$ cat src/rtl/ctrl_pkg.sv
// Shared encodings for the multi-cycle control unit: opcodes, func fields,
// datapath select enums and the controller state enum.
package ctrl_pkg;

    localparam logic [4:0] OPC_OP     = 5'b01100;
    localparam logic [4:0] OPC_OP_IMM = 5'b00100;
    localparam logic [4:0] OPC_LOAD   = 5'b00000;
    localparam logic [4:0] OPC_STORE  = 5'b01000;
    localparam logic [4:0] OPC_LUI    = 5'b01101;
    localparam logic [4:0] OPC_JAL    = 5'b11011;
    localparam logic [4:0] OPC_JALR   = 5'b11001;
    localparam logic [4:0] OPC_BRANCH = 5'b11000;

    localparam logic [2:0] F3_ADD  = 3'b000;
    localparam logic [2:0] F3_SLL  = 3'b001;
    localparam logic [2:0] F3_SLT  = 3'b010;
    localparam logic [2:0] F3_SLTU = 3'b011;
    localparam logic [2:0] F3_XOR  = 3'b100;
    localparam logic [2:0] F3_SR   = 3'b101;
    localparam logic [2:0] F3_OR   = 3'b110;
    localparam logic [2:0] F3_AND  = 3'b111;

    localparam logic [2:0] F3_BEQ  = 3'b000;
    localparam logic [2:0] F3_BNE  = 3'b001;
    localparam logic [2:0] F3_BLT  = 3'b100;
    localparam logic [2:0] F3_BGE  = 3'b101;
    localparam logic [2:0] F3_BLTU = 3'b110;
    localparam logic [2:0] F3_BGEU = 3'b111;

    localparam logic [6:0] F7_ALT = 7'b0100000;

    typedef enum logic [3:0] {
        ALU_ADD  = 4'b0000,
        ALU_SUB  = 4'b0001,
        ALU_XOR  = 4'b0010,
        ALU_OR   = 4'b0011,
        ALU_AND  = 4'b0100,
        ALU_SLL  = 4'b0101,
        ALU_SRL  = 4'b0110,
        ALU_SRA  = 4'b0111,
        ALU_SLT  = 4'b1000,
        ALU_SLTU = 4'b1001
    } alu_op_e;

    typedef enum logic [2:0] {
        CMP_BEQ  = 3'b000,
        CMP_BNE  = 3'b001,
        CMP_BLT  = 3'b010,
        CMP_BGE  = 3'b011,
        CMP_BLTU = 3'b100,
        CMP_BGEU = 3'b101
    } cmp_op_e;

    typedef enum logic [1:0] {
        PC_PLUS4 = 2'b00,
        PC_ALU   = 2'b01,
        PC_HOLD  = 2'b10
    } pc_sel_e;

    typedef enum logic [1:0] {
        RD_ALU = 2'b00,
        RD_PC4 = 2'b01,
        RD_IMM = 2'b10,
        RD_MEM = 2'b11
    } rd_sel_e;

    typedef enum logic [1:0] {
        INST_FETCH = 2'b00,
        INST_NOP   = 2'b01
    } inst_sel_e;

    typedef enum logic [2:0] {
        S_RUN,
        S_MEM_WAIT,
        S_WB,
        S_FLUSH,
        S_ERROR
    } state_e;

endpackage

$ cat src/rtl/ctrl_mc_if.sv
// Data-memory request/ready handshake between the controller and memory.
// master: drives mem_req/mem_we, samples mem_ready. slave: the reverse.
interface ctrl_mc_if;

    logic mem_req;
    logic mem_we;
    logic mem_ready;

    modport master (
        output mem_req,
        output mem_we,
        input  mem_ready
    );

    modport slave (
        input  mem_req,
        input  mem_we,
        output mem_ready
    );

endinterface

$ cat src/rtl/ctrl_dec.sv
// Combinational field decoder: opcode/func3/func7 -> alu_op, cmp_op, rd_sel
// and an illegal-opcode flag. Holds no state.
module ctrl_dec
    import ctrl_pkg::*;
(
    input  logic [4:0] opcode,
    input  logic [2:0] func3,
    input  logic [6:0] func7,
    output alu_op_e    alu_op,
    output cmp_op_e    cmp_op,
    output rd_sel_e    rd_sel,
    output logic       illegal
);

    logic alt;
    logic is_op;

    assign alt   = (func7 == F7_ALT);
    assign is_op = (opcode == OPC_OP);

    always_comb begin
        alu_op  = ALU_ADD;
        rd_sel  = RD_ALU;
        illegal = 1'b0;
        unique case (opcode)
            OPC_OP, OPC_OP_IMM: begin
                unique case (func3)
                    // Immediate forms never subtract; func7 there is imm.
                    F3_ADD:  alu_op = (is_op && alt) ? ALU_SUB : ALU_ADD;
                    F3_SLL:  alu_op = ALU_SLL;
                    F3_SLT:  alu_op = ALU_SLT;
                    F3_SLTU: alu_op = ALU_SLTU;
                    F3_XOR:  alu_op = ALU_XOR;
                    F3_SR:   alu_op = alt ? ALU_SRA : ALU_SRL;
                    F3_OR:   alu_op = ALU_OR;
                    F3_AND:  alu_op = ALU_AND;
                    default: alu_op = ALU_ADD;
                endcase
            end
            OPC_LUI:            rd_sel = RD_IMM;
            OPC_JAL, OPC_JALR:  rd_sel = RD_PC4;
            OPC_LOAD:           rd_sel = RD_MEM;
            OPC_STORE,
            OPC_BRANCH:         rd_sel = RD_ALU;
            default:            illegal = 1'b1;
        endcase
    end

    always_comb begin
        cmp_op = CMP_BEQ;
        unique case (func3)
            F3_BEQ:  cmp_op = CMP_BEQ;
            F3_BNE:  cmp_op = CMP_BNE;
            F3_BLT:  cmp_op = CMP_BLT;
            F3_BGE:  cmp_op = CMP_BGE;
            F3_BLTU: cmp_op = CMP_BLTU;
            F3_BGEU: cmp_op = CMP_BGEU;
            default: cmp_op = CMP_BEQ;
        endcase
    end

endmodule

$ cat src/rtl/ctrl_mc.sv
// Multi-cycle RV32I control unit: RUN/MEM_WAIT/WB/FLUSH/ERROR FSM with
// memory wait timeout and post-redirect NOP bubbles.
// Ports: clk, rst (sync, active-high); opcode/func3/func7/b decode inputs;
// mem (ctrl_mc_if.master: mem_req, mem_we, mem_ready); pc_sel, inst_sel,
// reg_wr, rd_sel, alu_op, cmp_op datapath controls; busy, mem_err, illegal.
module ctrl_mc
    import ctrl_pkg::*;
#(
    parameter int unsigned BRANCH_NOPS = 1,
    parameter int unsigned MEM_TIMEOUT = 15
) (
    input  logic            clk,
    input  logic            rst,
    input  logic [4:0]      opcode,
    input  logic [2:0]      func3,
    input  logic [6:0]      func7,
    input  logic            b,
    ctrl_mc_if.master       mem,
    output logic [1:0]      pc_sel,
    output logic [1:0]      inst_sel,
    output logic            reg_wr,
    output logic [1:0]      rd_sel,
    output logic [3:0]      alu_op,
    output logic [2:0]      cmp_op,
    output logic            busy,
    output logic            mem_err,
    output logic            illegal
);

    localparam logic [7:0] TIMEOUT = 8'(MEM_TIMEOUT);
    localparam logic [2:0] NOPS    = 3'(BRANCH_NOPS);

    state_e     state_q, state_d;
    logic [7:0] wait_cnt_q, wait_cnt_d;
    logic [2:0] flush_cnt_q, flush_cnt_d;
    logic       mem_err_q, mem_err_d;

    alu_op_e dec_alu;
    cmp_op_e dec_cmp;
    rd_sel_e dec_rd;
    logic    dec_ill;

    logic is_store;
    logic is_mem;
    logic is_branch;
    logic is_jump;

    ctrl_dec u_dec (
        .opcode  (opcode),
        .func3   (func3),
        .func7   (func7),
        .alu_op  (dec_alu),
        .cmp_op  (dec_cmp),
        .rd_sel  (dec_rd),
        .illegal (dec_ill)
    );

    assign is_store  = (opcode == OPC_STORE);
    assign is_mem    = is_store || (opcode == OPC_LOAD);
    assign is_branch = (opcode == OPC_BRANCH);
    assign is_jump   = (opcode == OPC_JAL) || (opcode == OPC_JALR);

    always_comb begin
        state_d     = state_q;
        wait_cnt_d  = wait_cnt_q;
        flush_cnt_d = flush_cnt_q;
        pc_sel      = PC_PLUS4;
        inst_sel    = INST_FETCH;
        reg_wr      = 1'b0;
        rd_sel      = dec_rd;
        mem.mem_req = 1'b0;
        mem.mem_we  = 1'b0;
        alu_op      = dec_alu;
        cmp_op      = dec_cmp;
        busy        = (state_q != S_RUN);
        illegal     = 1'b0;

        unique case (state_q)
            S_RUN: begin
                if (is_mem) begin
                    mem.mem_req = 1'b1;
                    mem.mem_we  = is_store;
                    if (!mem.mem_ready) begin
                        pc_sel     = PC_HOLD;
                        state_d    = S_MEM_WAIT;
                        wait_cnt_d = 8'd1;
                    end else if (!is_store) begin
                        pc_sel  = PC_HOLD;
                        state_d = S_WB;
                    end
                end else if (is_jump || (is_branch && b)) begin
                    pc_sel = PC_ALU;
                    reg_wr = is_jump;
                    if (NOPS != 3'd0) begin
                        state_d     = S_FLUSH;
                        flush_cnt_d = NOPS;
                    end
                end else if (dec_ill) begin
                    illegal = 1'b1;
                end else begin
                    reg_wr = !is_branch;
                end
            end
            S_MEM_WAIT: begin
                mem.mem_req = 1'b1;
                mem.mem_we  = is_store;
                pc_sel      = PC_HOLD;
                // A ready in the timeout cycle still completes the access.
                if (mem.mem_ready) begin
                    if (is_store) begin
                        pc_sel  = PC_PLUS4;
                        state_d = S_RUN;
                    end else begin
                        state_d = S_WB;
                    end
                end else if (wait_cnt_q == TIMEOUT) begin
                    state_d = S_ERROR;
                end else begin
                    wait_cnt_d = wait_cnt_q + 8'd1;
                end
            end
            S_WB: begin
                reg_wr  = 1'b1;
                rd_sel  = RD_MEM;
                state_d = S_RUN;
            end
            S_FLUSH: begin
                inst_sel    = INST_NOP;
                flush_cnt_d = flush_cnt_q - 3'd1;
                if (flush_cnt_q == 3'd1) begin
                    state_d = S_RUN;
                end
            end
            S_ERROR: begin
                pc_sel   = PC_HOLD;
                inst_sel = INST_NOP;
            end
            default: state_d = S_RUN;
        endcase

        mem_err_d = mem_err_q || (state_d == S_ERROR);
        mem_err   = mem_err_q;

        if (rst) begin
            pc_sel      = PC_HOLD;
            inst_sel    = INST_NOP;
            reg_wr      = 1'b0;
            rd_sel      = RD_ALU;
            mem.mem_req = 1'b0;
            mem.mem_we  = 1'b0;
            alu_op      = ALU_ADD;
            cmp_op      = CMP_BEQ;
            busy        = 1'b0;
            mem_err     = 1'b0;
            illegal     = 1'b0;
        end
    end

    always_ff @(posedge clk) begin
        if (rst) begin
            state_q     <= S_RUN;
            wait_cnt_q  <= 8'd0;
            flush_cnt_q <= 3'd0;
            mem_err_q   <= 1'b0;
        end else begin
            state_q     <= state_d;
            wait_cnt_q  <= wait_cnt_d;
            flush_cnt_q <= flush_cnt_d;
            mem_err_q   <= mem_err_d;
        end
    end

endmodule

$ cat src/flat_wrapper.sv
// flat-port wrapper written by rule: the top's interface ports become plain ports
module ctrl_mc_flat import ctrl_pkg::*;
#(
    parameter int unsigned BRANCH_NOPS = 1,
    parameter int unsigned MEM_TIMEOUT = 15
)
  (clk, rst, opcode, func3, func7, b, pc_sel, inst_sel, reg_wr, rd_sel, alu_op, cmp_op, busy, mem_err, illegal, mem_mem_req, mem_mem_we, mem_mem_ready);
  ctrl_mc_if mem_i ();
  input  logic clk;
  input  logic rst;
  input  logic [4:0] opcode;
  input  logic [2:0] func3;
  input  logic [6:0] func7;
  input  logic b;
  output logic [1:0] pc_sel;
  output logic [1:0] inst_sel;
  output logic reg_wr;
  output logic [1:0] rd_sel;
  output logic [3:0] alu_op;
  output logic [2:0] cmp_op;
  output logic busy;
  output logic mem_err;
  output logic illegal;
  output wire logic [$bits(mem_i.mem_req)-1:0] mem_mem_req;
  output wire logic [$bits(mem_i.mem_we)-1:0] mem_mem_we;
  input wire logic [$bits(mem_i.mem_ready)-1:0] mem_mem_ready;
  assign mem_mem_req = mem_i.mem_req;
  assign mem_mem_we = mem_i.mem_we;
  assign mem_i.mem_ready = mem_mem_ready;
  ctrl_mc #(.BRANCH_NOPS(BRANCH_NOPS), .MEM_TIMEOUT(MEM_TIMEOUT)) u_core (.clk(clk), .rst(rst), .opcode(opcode), .func3(func3), .func7(func7), .b(b), .mem(mem_i), .pc_sel(pc_sel), .inst_sel(inst_sel), .reg_wr(reg_wr), .rd_sel(rd_sel), .alu_op(alu_op), .cmp_op(cmp_op), .busy(busy), .mem_err(mem_err), .illegal(illegal));
endmodule
$ cat config.mk
export PLATFORM = sky130hd
export DESIGN_NAME = ctrl_mc_flat
export DESIGN_NICKNAME = d
export VERILOG_FILES = /design/src/rtl/ctrl_pkg.sv /design/src/rtl/ctrl_mc_if.sv /design/src/rtl/ctrl_dec.sv /design/src/rtl/ctrl_mc.sv /design/src/flat_wrapper.sv
export SDC_FILE = /design/constraint.sdc
export NUM_CORES = 1
export LEC_CHECK = 0
export CAP_MARGIN = 10
export CORE_AREA = 2 2 63 65
export DETAILED_ROUTE_END_ITERATION = 7
export DIE_AREA = 0 0 65 67
export GPL_ROUTABILITY_DRIVEN = 1
export SYNTH_ARGS = -nofsm -noshare
export SYNTH_HDL_FRONTEND = slang
export SYNTH_HIERARCHICAL = 1
export SYNTH_SLANG_ARGS = --single-unit
$ cat constraint.sdc
create_clock -name clk -period 1.6 [get_ports clk]
set_clock_uncertainty 0.1 [all_clocks]
set_input_delay 0.24 -clock clk [delete_from_list [all_inputs] [get_ports clk]]
set_output_delay 0.24 -clock clk [all_outputs]
set_load 0.05 [all_outputs]
Word-level counts from Yosys, hierarchy flattened. Index checks and enable logic that the tools add are counted. Widths: inputs -> output; s select.

Logic and storage cells: 106. Output and inout bits: 19. Bits of input ports: 19. Bits in registers: 15.

Multiplexer cells: 53. Add/sub/neg operators: 2. Reduce and logical (&&, ||, !) cells: 19. Eq/ne operators: 28.

Operators by type and width (count): $mux 8 (4); $pmux 4 s8 (1); $mux 3 (10); $mux 1 (20); $eq 3x3->1 const B (6); $pmux 8 s2 (1); $eq 5x4->1 const B (3); $eq 5x5->1 const B (3); $pmux 3 s5 (1); $mux 2 (7); $eq 3x2->1 const B (4); $pmux 2 s3 (2); $pmux 3 s4 (1); $eq 3x1->1 const B (3); $add 8x1->8 const B (1); $eq 8x4->1 const B (1); $mux 4 (2); $ne 2x2->1 const B (4); $reduce_or 8->1 (1); $eq 7x6->1 const B (1); $logic_not 3->1 (2); $pmux 1 s2 (3); $pmux 3 s2 (1); $reduce_or 2->1 (3); 11 further kinds (17).

Longest topological paths before layout. Gate-level depths: netlist (run 1).

Word-level depth: 8. Gate-level depth with buffers: 6. Depth with buffers taken out: 6.

Modules after synthesis. Netlist (run 1), hierarchy kept.

Modules (own cells, without submodules): ctrl_mc (instances 1, seq. area each 300.3 um2, area an instance 1071.0 um2, cells each 139); ctrl_dec (instances 1, seq. area each 0.0 um2, area an instance 170.2 um2, cells each 26).

Worst setup path after synthesis (run 1). Ideal clock, no wire load.

Path type: register to output. From: register u_core.state_q[2]. To: output port illegal. Arrival time: 2378 ps. Cell stages (with the launch flop): 4. Data required time: 1260 ps. Slack: -1118 ps. Path buffers: 1. Cells stage by stage: dfxtp_1 -> buf_2 -> or3_1 -> nor4_1.

Cells in the longest elaborated chain, start to end: 3.

RTL lines: start: declaration (line ctrl_mc.sv:33) `state_e state_q, state_d;`; start signal: assignment (line ctrl_mc.sv:166) `state_q <= state_d;`; $logic_not 3->1 (line ctrl_mc.sv:78) `unique case (state_q)`; $mux 1 (line ctrl_mc.sv:78); $mux 1 (line ctrl_mc.sv:144) `if (rst) begin`; end: declaration (line flat_wrapper.sv:23) `output logic illegal;`.

No other way between the ends.

Worst setup path in the final report (run 1).
From: register u_core.state_q[1]. To: output port illegal.

Same word-level chain as after synthesis.

==> metrics.md, run 1 <==
| Metric | Value |
|---|---|
| #FFs+latches synth | 15 |
| Nets | 275 |
| Comb power frac | 43.7% |
| Post-synth top flop | dfxtp_1 |
| Post-detailed-route count of antenna-violating nets | 0 |
| Ys async rst share | 0% |
| Cells after synthesis | 165 |
| Max Fclk | 526.3 MHz |
| Post-synth EDFFs | 0 |
| DR pass1 iterations | 4 |
| Synthesized netlist net count | 187 |
| Vias | 1,631 |
| Failing checks | setup timing |
| Crit path top cell by count | buf_12 |
| Sequential fraction of the synthesis area | 24.19% |
| CTS H-tree depth | 1 |
| Largest area contributor in the netlist | dfxtp_1 |
| Starting Density | 34.42% |
| NetSw | 0.0004137 W |
| Total power | 0.001225 W |
| Die height | 67 µm |
| Area occupied by multi-input gates | 1276 µm² |
| Share of cells above drive strength 1 | 59.52% |
| DR iter-0 viols | 53 |
| Crit path launch type | flop |
| Fin area | 2736 µm² |
| CTS tree | done |
| Final wirelength | 4.941 mm |
| Peak VDD IR | 0.4993 mV |
| Final period util | 118.8% |
| Grt total ovfl | 0 |
| Hold WC Path Type | flop to flop |
| Worst EP arrival | 1.56 ns |
| RSZ-0062 raised after global routing | yes |
| Placed instance area | 2147 µm² |
| Later-pin clock latency in the skew report | 0.25 ns |
| WP buf/inv | 2 |
| Clk sinks | 15 |
| Die Wd | 65 µm |
| Outcome | finished with violations |
| Initial antenna violation count | 0 |
| Final setup viols | 19 |
| Rows | 22 |
| Mapped cell area | 1241 µm² |
| Switching Share | 33.76% |
| Io pins | 38 |
| Die ar. | 4355 µm² |
| RD Place Congestion | 0.8316 |
| Synth top area cells | dfxtp_1 24%, nor2b_1 7.1%, a21oi_1 6.5% |
| Root buffer selected by CTS | clkbuf_8 |
| Largest net degree at the start of global routing | 24 |
| Overall Global Routing Usage | 21.68% |
| Critical path required time | 1.26 ns |
| Residual DRC | 0 |
| Setup WS pre-CTS | -0.7753 ns |
| Top-area cell type share of the netlist area | 24.19% |
| Crit path cell chain | or3_4 > buf_12 > nor4_4 > buf_12 |
| Hold buffer count at CTS | 0 |
| Pwr Density | 447.8 nW/µm² |
| DR vias/cell | 5.437 |
| Crit path max fanout | 2 |
| Worst setup EP type | output pin |
| # fillers | 233 |
| PnR worst setup slack | -0.3001 ns |
| Antenna diode count | 0 |
| Sequential share of power | 31.4% |
| WL/cell | 16.47 µm |
| Post-DP HPWL | 3.168 mm |
| Total CTS buffers | 3 |
| Register area | 309.0 µm² |
| Clk pin slew, worst setup/hold paths | 0.06 ns |
| Slowest-stage cell, CP | or3_4 |
| Fin crit period | 1.900 ns |
| Leakage | 1.054 nW |
| Max clock buf depth | 2 |
| Final Hold Vio Count | 0 |
| Area Overhead vs Synth | 120.5% |
| Core Region | 3606 µm² |
| CP Class | flop to output pin |
| Synthesis warning total | 6 |
| Max Cap Viol | 0 |
| Int Pwr | 0.0008116 W |
| Mean Syn Cell Area | 7.522 µm² |
| Fin. max-slew vios | 0 |
| Vias in the first global route | 1,654 |
| Cell variety after synth | 45 |
| Global-route wire length before repair | 7.479 mm |
| Crit-path leading delay family | simple AND/OR/NAND/NOR gates |
| CP peak stage delay | 0.41 ns |
| Clock power frac | 24.9% |
| Port bufs | 36 |
## power by group through the flow
stage                     Sequential [W]  Combinational, W  Clock [W]
final                           0.000384          0.000535   0.000306
after global routing            0.000385          0.000561   0.000328
after CTS                       0.000384          0.000467   0.000318
after detailed placement        0.000393          0.000413          0
after global placement          0.000393          0.000405          0
after floorplan                 0.000391          0.000200          0
## registers in the layout, indices dropped and copies added, names as in the netlist
name,cells
u_core/flush_cnt_q,3
u_core/mem_err_q,1
u_core/state_q,3
u_core/wait_cnt_q,8
## what timing repair did
item,CTS,global route
setup buffers,11,13
resized for setup,100,51
endpoints found under the setup margin,32,23
pin swaps,28,27
## synthesized netlist by cell type (all sizes together) (2+ instances only)
cell     count
nand2b       4
dfxtp       15
o21a         4
nand3b       2
a211oi       2
o21ai        9
a31oi        3
nand2        9
and4b        2
clkbuf       3
nor4b        2
o211ai       2
a21oi       16
nand3        2
inv          7
and2         2
o2111ai      2
nor2        16
ha           3
and4         2
nand4        2
or2          2
buf          5
nor2b       14
or3          7
a2111oi      2
nor4         8
nor3         5
## cells in the final DEF, fill, tap and decap left out, types with 3 or more instances in the layout
cell,instances
a21oi_1,9
a21oi_2,5
buf_12,19
buf_2,5
buf_4,36
buf_6,19
buf_8,3
clkbuf_8,3
dfxtp_1,12
dlygate4sd2_1,4
ha_1,3
inv_1,5
nand2_1,6
nand2b_4,3
nor2_1,7
nor2_4,7
nor2b_1,6
nor2b_4,7
nor3_4,3
nor4_4,7
o21a_1,4
o21ai_0,3
o21ai_1,4
or3_1,5
## final timing paths
kind                                             from                     to  slack [ns]  depth (start not counted)
worst max register to register      u_core/state_q[1]   u_core/wait_cnt_q[3]       -0.18                          8
worst max-delay path                u_core/state_q[1]                illegal       -0.30                          4
worst min-delay path            u_core/flush_cnt_q[1]  u_core/flush_cnt_q[1]        0.43                          2
worst min register to register  u_core/flush_cnt_q[1]  u_core/flush_cnt_q[1]        0.43                          2
## stage by stage
step           util, %  cells  setup TNS [ns]  hold slack [ns]
2_1_floorplan        -    165         -0.6026           0.2237
4_1_cts          68.04    287          -2.046           0.4068
3_3_place_gp     59.54    272          -12.73           0.3805
6_report         75.88    300          -3.126           0.4264
3_5_place_dp     59.54    272          -14.16           0.3969
5_1_grt          75.88    300          -4.043           0.4457
## layer usage
layer / share of wire (%) / vias up / track usage [%]
met5: 0 / - / 0
met1: 40 / 791 / 23.29
met3: 4.3 / 6 / 2.703
met2: 55 / 47 / 43.56
met4: 0.85 / 0 / 6.383
li1: - / 787 / -
## logic make-up (layout without fill, tap and decap cells)
| family | count (synthesis) | count (layout) | share of synthesized area [%] |
|---|---|---|---|
| simple gates | 80 | 80 | 39.41 |
| compound gates | 48 | 48 | 25.40 |
| flops | 15 | 15 | 24.19 |
| buf+inv | 15 | 102 | 5.443 |
| fa+ha+maj | 3 | 3 | 3.025 |
| xor+xnor | 2 | 2 | 1.412 |
| other cells | 1 | 1 | 0.3021 |
| mux | 1 | 1 | 0.8065 |
## cell type report
cell class | count | area share [%]
Clock buffer | 4 | 1.646
Inverter | 7 | 1.235
Multi-Input combinational cell | 135 | 46.64
Sequential cell | 15 | 11.29
Tap cell | 48 | 2.195
Timing Repair Buffer | 91 | 36.99
## worst min-delay path: cells and delay by family (launching register included)
kind	cells	cell delay (ns)
AO/OA/AOI/OAI	2	0.16
flip-flops	1	0.32
No activity file was read; power rests on OpenSTA's default activity.
==> inputs of run 2 (changes only) <==
--- a/config.mk
+++ b/config.mk
@@ -9,7 +9,6 @@
 export CORE_AREA = 2 2 63 65
 export DETAILED_ROUTE_END_ITERATION = 7
 export DIE_AREA = 0 0 65 67
-export GPL_ROUTABILITY_DRIVEN = 1
 export SYNTH_ARGS = -nofsm -noshare
 export SYNTH_HDL_FRONTEND = slang
 export SYNTH_HIERARCHICAL = 1
==> results of run 2 <==
The final DEF is identical to that of run 1; final timing and power are the same.
==> inputs of run 3 (changes only) <==
--- a/config.mk
+++ b/config.mk
@@ -5,6 +5,7 @@
 export SDC_FILE = /design/constraint.sdc
 export NUM_CORES = 1
 export LEC_CHECK = 0
+export ABC_AREA = 0
 export CAP_MARGIN = 10
 export CORE_AREA = 2 2 63 65
 export DETAILED_ROUTE_END_ITERATION = 7
==> results of run 3 <==
The final DEF is identical to that of run 1; final timing and power are the same.
